<file path="src/rtl/vpifo_sched_pkg.sv">
// vpifo_sched_pkg: shared types and default widths for the vPIFO request scheduler.
// Holds the op encoding, request/tag bundles and stats slot indices.
package vpifo_sched_pkg;

    localparam int NREQ_DEF    = 4;
    localparam int LEVEL_DEF   = 4;
    localparam int PTW_DEF     = 8;
    localparam int TIDW_DEF    = 2;
    localparam int DEPTH_DEF   = 16;
    localparam int POP_LAT_DEF = 2;
    localparam int RIDW_DEF    = $clog2(NREQ_DEF);

    // Slot order inside each tree's o_stats entry.
    localparam int STAT_PUSH  = 0;
    localparam int STAT_POP   = 1;
    localparam int STAT_BLOCK = 2;

    typedef enum logic {
        OP_POP  = 1'b0,
        OP_PUSH = 1'b1
    } op_e;

    typedef struct packed {
        op_e                 op;
        logic [TIDW_DEF-1:0] tid;
        logic [PTW_DEF-1:0]  data;
    } req_t;

    typedef struct packed {
        logic                valid;
        logic [RIDW_DEF-1:0] req_idx;
    } tag_t;

endpackage

</file>
<file path="src/rtl/vpifo_rr_arb.sv">
// vpifo_rr_arb: NREQ-way round-robin arbiter, one-hot grant, pointer moves past winner.
// Ports: clk, rst (sync high), req in, grant/winner/any out.
module vpifo_rr_arb
    import vpifo_sched_pkg::*;
#(
    parameter int NREQ = NREQ_DEF,
    localparam int IDXW = (NREQ > 1) ? $clog2(NREQ) : 1
) (
    input  logic            clk,
    input  logic            rst,
    input  logic [NREQ-1:0] req,
    output logic [NREQ-1:0] grant,
    output logic [IDXW-1:0] winner,
    output logic            any
);

    logic [IDXW-1:0] ptr_q;

    // Scan from the pointer upward, wrapping; first requester found wins.
    always_comb begin
        grant  = '0;
        winner = '0;
        any    = 1'b0;
        for (int i = 0; i < NREQ; i++) begin
            if (!any && req[(int'(ptr_q) + i) % NREQ]) begin
                any = 1'b1;
                grant[(int'(ptr_q) + i) % NREQ] = 1'b1;
                winner = IDXW'((int'(ptr_q) + i) % NREQ);
            end
        end
    end

    always_ff @(posedge clk) begin
        if (rst) begin
            ptr_q <= '0;
        end else if (any) begin
            if (int'(winner) == NREQ - 1) begin
                ptr_q <= '0;
            end else begin
                ptr_q <= winner + IDXW'(1);
            end
        end
    end

endmodule

</file>
<file path="src/rtl/vpifo_req_sched.sv">
// vpifo_req_sched: per-tree round-robin scheduler feeding vPIFO push/pop lanes.
// Ports: i_req_* requesters (valid/ready), o_push/o_pop/o_push_data/o_tree_id lane
// strobes, i_task_fifo_full lane backpressure, i_pop_data lane results,
// o_rsp_* routed pop responses, o_occ per-tree occupancy.
// Option VPIFO_SCHED_STATS_EN adds o_stats (push/pop/blocked counters per tree).
module vpifo_req_sched
    import vpifo_sched_pkg::*;
#(
    parameter int NREQ    = NREQ_DEF,
    parameter int LEVEL   = LEVEL_DEF,
    parameter int PTW     = PTW_DEF,
    parameter int TIDW    = TIDW_DEF,
    parameter int DEPTH   = DEPTH_DEF,
    parameter int POP_LAT = POP_LAT_DEF
) (
    input  logic                              i_clk,
    input  logic                              i_rst,
    input  logic [NREQ-1:0]                   i_req_valid,
    output logic [NREQ-1:0]                   o_req_ready,
    input  logic [NREQ-1:0]                   i_req_op,
    input  logic [NREQ-1:0][TIDW-1:0]         i_req_tid,
    input  logic [NREQ-1:0][PTW-1:0]          i_req_data,
    output logic [LEVEL-1:0]                  o_push,
    output logic [LEVEL-1:0]                  o_pop,
    output logic [LEVEL-1:0][PTW-1:0]         o_push_data,
    output logic [LEVEL-1:0][TIDW-1:0]        o_tree_id,
    input  logic [LEVEL-1:0]                  i_task_fifo_full,
    input  logic [LEVEL-1:0][PTW-1:0]         i_pop_data,
    output logic [NREQ-1:0]                   o_rsp_valid,
    output logic [NREQ-1:0][PTW-1:0]          o_rsp_data,
    output logic [LEVEL-1:0][$clog2(DEPTH):0] o_occ
`ifdef VPIFO_SCHED_STATS_EN
    ,
    output logic [LEVEL-1:0][2:0][31:0]       o_stats
`endif
);

    localparam int OCCW = $clog2(DEPTH) + 1;
    localparam int RIDW = (NREQ > 1) ? $clog2(NREQ) : 1;
    localparam logic [OCCW-1:0] OCC_MAX = OCCW'(DEPTH);

    req_t [NREQ-1:0]            req;
    logic [NREQ-1:0]            elig;
    logic [LEVEL-1:0][NREQ-1:0] lane_req;
    logic [LEVEL-1:0][NREQ-1:0] lane_gnt;
    logic [LEVEL-1:0][RIDW-1:0] lane_win;
    logic [LEVEL-1:0]           lane_any;
    logic [LEVEL-1:0]           lane_push;
    logic [LEVEL-1:0]           lane_pop;
    logic [LEVEL-1:0][RIDW-1:0] lane_idx_q;
    logic [NREQ-1:0]            rsp_valid_n;
    logic [NREQ-1:0][PTW-1:0]   rsp_data_n;
    tag_t                       tag_q [LEVEL][POP_LAT];

    always_comb begin
        for (int r = 0; r < NREQ; r++) begin
            req[r] = '{op: op_e'(i_req_op[r]),
                       tid: i_req_tid[r],
                       data: i_req_data[r]};
        end
    end

    // Occupancy bounds gate eligibility, so the counter can never over/underflow.
    always_comb begin
        elig = '0;
        for (int r = 0; r < NREQ; r++) begin
            if (req[r].op == OP_PUSH) begin
                elig[r] = i_req_valid[r]
                        && (o_occ[req[r].tid] < OCC_MAX)
                        && !i_task_fifo_full[req[r].tid];
            end else begin
                elig[r] = i_req_valid[r]
                        && (o_occ[req[r].tid] != '0);
            end
        end
    end

    // Each requester names one tree, so it can appear in only one lane vector.
    always_comb begin
        lane_req = '0;
        for (int t = 0; t < LEVEL; t++) begin
            for (int r = 0; r < NREQ; r++) begin
                lane_req[t][r] = elig[r] && (req[r].tid == TIDW'(t));
            end
        end
    end

    for (genvar t = 0; t < LEVEL; t++) begin : g_lane
        vpifo_rr_arb #(
            .NREQ (NREQ)
        ) u_arb (
            .clk    (i_clk),
            .rst    (i_rst),
            .req    (lane_req[t]),
            .grant  (lane_gnt[t]),
            .winner (lane_win[t]),
            .any    (lane_any[t])
        );
    end

    always_comb begin
        o_req_ready = '0;
        lane_push   = '0;
        lane_pop    = '0;
        for (int t = 0; t < LEVEL; t++) begin
            o_req_ready = o_req_ready | lane_gnt[t];
            lane_push[t] = lane_any[t] && (req[lane_win[t]].op == OP_PUSH);
            lane_pop[t]  = lane_any[t] && (req[lane_win[t]].op == OP_POP);
        end
    end

    // Tail of each lane's tag pipe lines up with that lane's pop data.
    always_comb begin
        rsp_valid_n = '0;
        rsp_data_n  = '0;
        for (int t = 0; t < LEVEL; t++) begin
            if (tag_q[t][POP_LAT-1].valid) begin
                rsp_valid_n[tag_q[t][POP_LAT-1].req_idx] = 1'b1;
                rsp_data_n[tag_q[t][POP_LAT-1].req_idx]  = i_pop_data[t];
            end
        end
    end

    always_ff @(posedge i_clk) begin
        if (i_rst) begin
            o_push      <= '0;
            o_pop       <= '0;
            o_push_data <= '0;
            o_rsp_valid <= '0;
            o_rsp_data  <= '0;
            o_occ       <= '0;
            lane_idx_q  <= '0;
            for (int t = 0; t < LEVEL; t++) begin
                o_tree_id[t] <= TIDW'(t);
                for (int s = 0; s < POP_LAT; s++) begin
                    tag_q[t][s] <= '0;
                end
            end
        end else begin
            o_push      <= lane_push;
            o_pop       <= lane_pop;
            o_rsp_valid <= rsp_valid_n;
            o_rsp_data  <= rsp_data_n;
            for (int t = 0; t < LEVEL; t++) begin
                o_tree_id[t]   <= TIDW'(t);
                o_push_data[t] <= lane_push[t] ? req[lane_win[t]].data : '0;
                lane_idx_q[t]  <= lane_win[t];
                if (lane_push[t]) begin
                    o_occ[t] <= o_occ[t] + OCCW'(1);
                end else if (lane_pop[t]) begin
                    o_occ[t] <= o_occ[t] - OCCW'(1);
                end
                // Tag enters when the lane strobe is visible, not at grant.
                tag_q[t][0] <= '{valid: o_pop[t], req_idx: lane_idx_q[t]};
                for (int s = 1; s < POP_LAT; s++) begin
                    tag_q[t][s] <= tag_q[t][s-1];
                end
            end
        end
    end

`ifdef VPIFO_SCHED_STATS_EN
    logic [LEVEL-1:0]           blocked;
    logic [LEVEL-1:0][2:0][31:0] stats_q;

    // Blocked: some valid request targets the tree but was not granted.
    always_comb begin
        blocked = '0;
        for (int t = 0; t < LEVEL; t++) begin
            for (int r = 0; r < NREQ; r++) begin
                if (i_req_valid[r] && (req[r].tid == TIDW'(t))
                    && !lane_gnt[t][r]) begin
                    blocked[t] = 1'b1;
                end
            end
        end
    end

    always_ff @(posedge i_clk) begin
        if (i_rst) begin
            stats_q <= '0;
        end else begin
            for (int t = 0; t < LEVEL; t++) begin
                if (lane_push[t] && (stats_q[t][STAT_PUSH] != '1)) begin
                    stats_q[t][STAT_PUSH] <= stats_q[t][STAT_PUSH] + 32'd1;
                end
                if (lane_pop[t] && (stats_q[t][STAT_POP] != '1)) begin
                    stats_q[t][STAT_POP] <= stats_q[t][STAT_POP] + 32'd1;
                end
                if (blocked[t] && (stats_q[t][STAT_BLOCK] != '1)) begin
                    stats_q[t][STAT_BLOCK] <= stats_q[t][STAT_BLOCK] + 32'd1;
                end
            end
        end
    end

    assign o_stats = stats_q;
`endif

endmodule

</file>
<file path="config.mk">
export PLATFORM = sky130hd
export DESIGN_NAME = vpifo_req_sched
export DESIGN_NICKNAME = d
export VERILOG_FILES = /design/src/rtl/vpifo_sched_pkg.sv /design/src/rtl/vpifo_rr_arb.sv /design/src/rtl/vpifo_req_sched.sv
export SDC_FILE = /design/constraint.sdc
export NUM_CORES = 1
export LEC_CHECK = 0
export CORE_AREA = 2 2 138 140
export CTS_BUF_LIST = sky130_fd_sc_hd__clkbuf_8 sky130_fd_sc_hd__clkbuf_16
export CTS_CLUSTER_SIZE = 30
export DETAILED_ROUTE_END_ITERATION = 8
export DIE_AREA = 0 0 140 142
export PLACE_DENSITY = 0.82
export SLEW_MARGIN = 20
export SYNTH_ARGS = -nofsm -noshare
export SYNTH_HDL_FRONTEND = slang
export SYNTH_SLANG_ARGS = --single-unit
export TNS_END_PERCENT = 30
</file>
<file path="constraint.sdc">
create_clock -name i_clk -period 7.13 [get_ports i_clk]
set_clock_uncertainty 0.1 [all_clocks]
set_input_delay 1.0695 -clock i_clk [delete_from_list [all_inputs] [get_ports i_clk]]
set_output_delay 1.0695 -clock i_clk [all_outputs]
set_load 0.01 [all_outputs]
</file>
==> metrics.yaml <==
status:
  status: "finished, violations left"
  violations: "DRC"
critical_path:
  cp_max_fo: 12
  startpoint_type: "input port"
  reg2reg_depth: 18
  cp_top_family: "compound AO/OA/AOI/OAI gates"
  worstSetupEndpointType: "register"
  critPathLaunch: "i_req_tid[1]"
  r2r-end: "o_occ[4]"
  critical-path-slowest-cell: "a2111oi_0"
  arrival_ns: 6.83
  worstSetupPathType: "in -> reg"
  r2r_setup_slack_ns: 1.25
  worst-path-stages: 19
  timing.rr.start: "o_occ[0]"
  required_ns: 7.38
  slowest_delay_ns: 0.71
  path_buf_inv: 2
  path_cells: "clkdlybuf4s50_1 -> nand2b_1 -> o22ai_1 -> or4_1 -> a21oi_1 -> nand3_1 -> a2111oi_0 -> nor2_1 -> a21oi_2 -> o21ai_0 -> or2_1 -> fa_1 -> a21o_1 -> a21oi_1 -> inv_1 -> a2111oi_0 -> mux2i_1 -> a31o_1 -> a21oi_2"
  crit_end: "o_occ[4]"
final_layout:
  layout_commonest_cell: "clkdlybuf4s50_1"
  drive_above_1_share: 0.0792
  n_fill_cell: 1571
  layout_common_cells: "clkdlybuf4s50_1, dfxtp_1, nor2_1"
  multi_input_area_mm2: 0.00612
  regArea_mm2: 0.00272
  num_antenna_cells: 0
  nets: 1409
  syn_to_final_growth_pct: 28.7
sta:
  tightest_slew_ns: 1.12
  fmax_mhz: 152
  rsz0062_at_grt: "false"
  setup_slack_ns: 0.549
  finalHoldViolCount: 0
  setup_viol: 0
  final.period_utilization: 0.923
  maxSlewHeadroom: 0.252
  final_max_slew_viol_count: 0
  finalSetupTns_ns: 0
  fin_crit_ns: 6.58
global_routing:
  grt_first_pass_wirelength_um: 44700
  grt_max_degree: 88
  grt_pass1_vias: 8768
  gr-total-overflow: 0
  antenna_found_initial: 0
  grtUsageTotal: 0.277
synthesis:
  seq_area_frac_synth: 0.294
  synth_cell_type_count: 84
  synth_xor_area_frac: 0.0152
  synth.mux.area_fraction: 0.113
  yosysWarnings: 0
  synth_top_family_by_area: "compound AO/OA/AOI/OAI gates"
  netlist_area_mm2: 0.00927
  synth-simple-area-share: 0.217
  synth_top_cell_by_area: "dfxtp_1"
  netlist.area_leader.share: 0.294
  synth_area_leaders: "dfxtp_1, mux2i_1, a211oi_1"
  post_synth_fa_ha_maj_area_fraction: 0.0491
  synthCells: 1130
  synth_edf_count: 0
  async_flop_share: 0
  ys.flop_type: "dfxtp_1"
  ys_ff_latch: 136
  synth_area_per_cell_um2: 8.21
  synth_compound_area_frac: 0.259
power_and_ir_drop:
  powerDensity_mw_per_mm2: 281
  p_leak_uw: 0.00457
  vdd_ir_drop_max_mv: 0.200
detailed_routing:
  wl_um: 28300
  num_vias: 9484
  wl_per_cell_um: 18.5
  routed_via_density: 6.18
  drc: 18
  drt_iter0_drc: 814
  antenna_left: 0
  drt_first_pass_iters: 9
hold_path:
  hold_depth: 1
  hp-class: "reg -> reg"
die:
  die_h_um: 142
  initial_core_util: 0.502
  core_area_mm2: 0.0185
  die_area_mm2: 0.0199
  ioPinCount: 194
  num_rows: 50
  die_w_um: 140
cts:
  ctsResizeCount: 0
  cts.path.max_buffers: 2
  clkTransAtPathRegs_ns: 0.06
  post_cts_buffers: 0
  numCtsBuffers: 17
  cts_hold_buf: 0
  h-tree-depth: 4
  cts_tree: "yes"
  clock_latency_ns: 0.43
  cts-root-buf: "clkbuf_16"
  clkSinkCount: 136
placed_design:
  portBuffers: 185
  pre_cts_ws_ns: 0.321
  gp_congestion: 0.999
  dp_hpwl_um: 20800
flow_run:
  cap_violations: 0
==> routing by layer <==
layer	vias up	part of all wire	global-route usage
met3	72	0.082	0.0609
met1	4382	0.42	0.352
li1	4524	-	-
met2	506	0.46	0.458
met4	0	0.036	0.117
met5	-	0	0
==> power breakdown <==
group | internal [uW] | switching (uW) | leakage (uW)
sequential | 840 | 100 | 0.00110
combinational | 646 | 806 | 0.00317
clock | 608 | 359 | 0.000305
==> worst min path at each step <==
stage / from / endpoint / slack (ns)
3_5_place_dp: lane_idx_q[3] / tag_q[1][4] / 0.32
6_report: tag_q[2][3] / tag_q[2][0] / 0.34
2_1_floorplan: tag_q[0][3] / tag_q[0][0] / 0.31
3_3_place_gp: tag_q[1][4] / tag_q[1][1] / 0.32
5_1_grt: tag_q[1][3] / tag_q[1][0] / 0.35
4_1_cts: lane_idx_q[3] / tag_q[1][4] / 0.34
==> state kept, by name, indices dropped and copies added, names as in the netlist <==
signal / count
g_lane.u_arb.ptr_q: 8
lane_idx_q: 8
o_occ: 20
o_pop: 4
o_push: 4
o_push_data: 32
o_rsp_data: 32
o_rsp_valid: 4
tag_q: 24
==> layout make-up <==
cell class                 instances  share of cell area
clock buffer                      19              0.0380
clock inverter                    12              0.0158
inverter                          35              0.0110
multi-input combinational        890               0.512
sequential                       136               0.228
tap                              234              0.0245
timing repair buffer             209               0.170
==> metrics by stage <==
stage | utilization | hold WS (ns) | total power, uW | instance area [um^2] | std cells
5_1_grt | 0.647 | 0.354 | 3550 | 11900 | 1535
4_1_cts | 0.647 | 0.338 | 3350 | 11900 | 1535
3_3_place_gp | 0.612 | 0.318 | 2350 | 11300 | 1504
3_5_place_dp | 0.612 | 0.325 | 2380 | 11300 | 1504
6_report | 0.647 | 0.335 | 3360 | 11900 | 1535
2_1_floorplan | - | 0.314 | 1910 | 9300 | 1136
==> cells by family (layout without fill, tap and decap cells) <==
kind of cell | after synthesis | after routing
xor gates and xnor gates | 14 | 14
muxes | 95 | 95
buffers and inverters | 110 | 275
adders and majority gates | 34 | 34
other | 2 | 8
and+or+nand+nor | 404 | 404
AOI/OAI and AO/OA | 335 | 335
DFF | 136 | 136
==> synth_stat cells, drive strengths merged (5+ instances only) <==
cell / count
buf: 25
mux2i: 74
o21ai: 15
o311ai: 5
a221oi: 5
nor2b: 68
dfxtp: 136
nand3: 28
nand3b: 11
nor4: 6
mux2: 15
nor3: 25
nand4: 14
and3: 7
xnor2: 11
o211ai: 8
nand2b: 6
a22oi: 44
or4: 8
a2111oi: 5
or3: 5
mux4: 6
a31oi: 9
or2: 6
nor2: 137
nand2: 69
a21o: 21
a21oi: 78
clkbuf: 50
a211oi: 99
a32o: 5
inv: 33
ha: 30
Power figures use the tool's default switching activity.
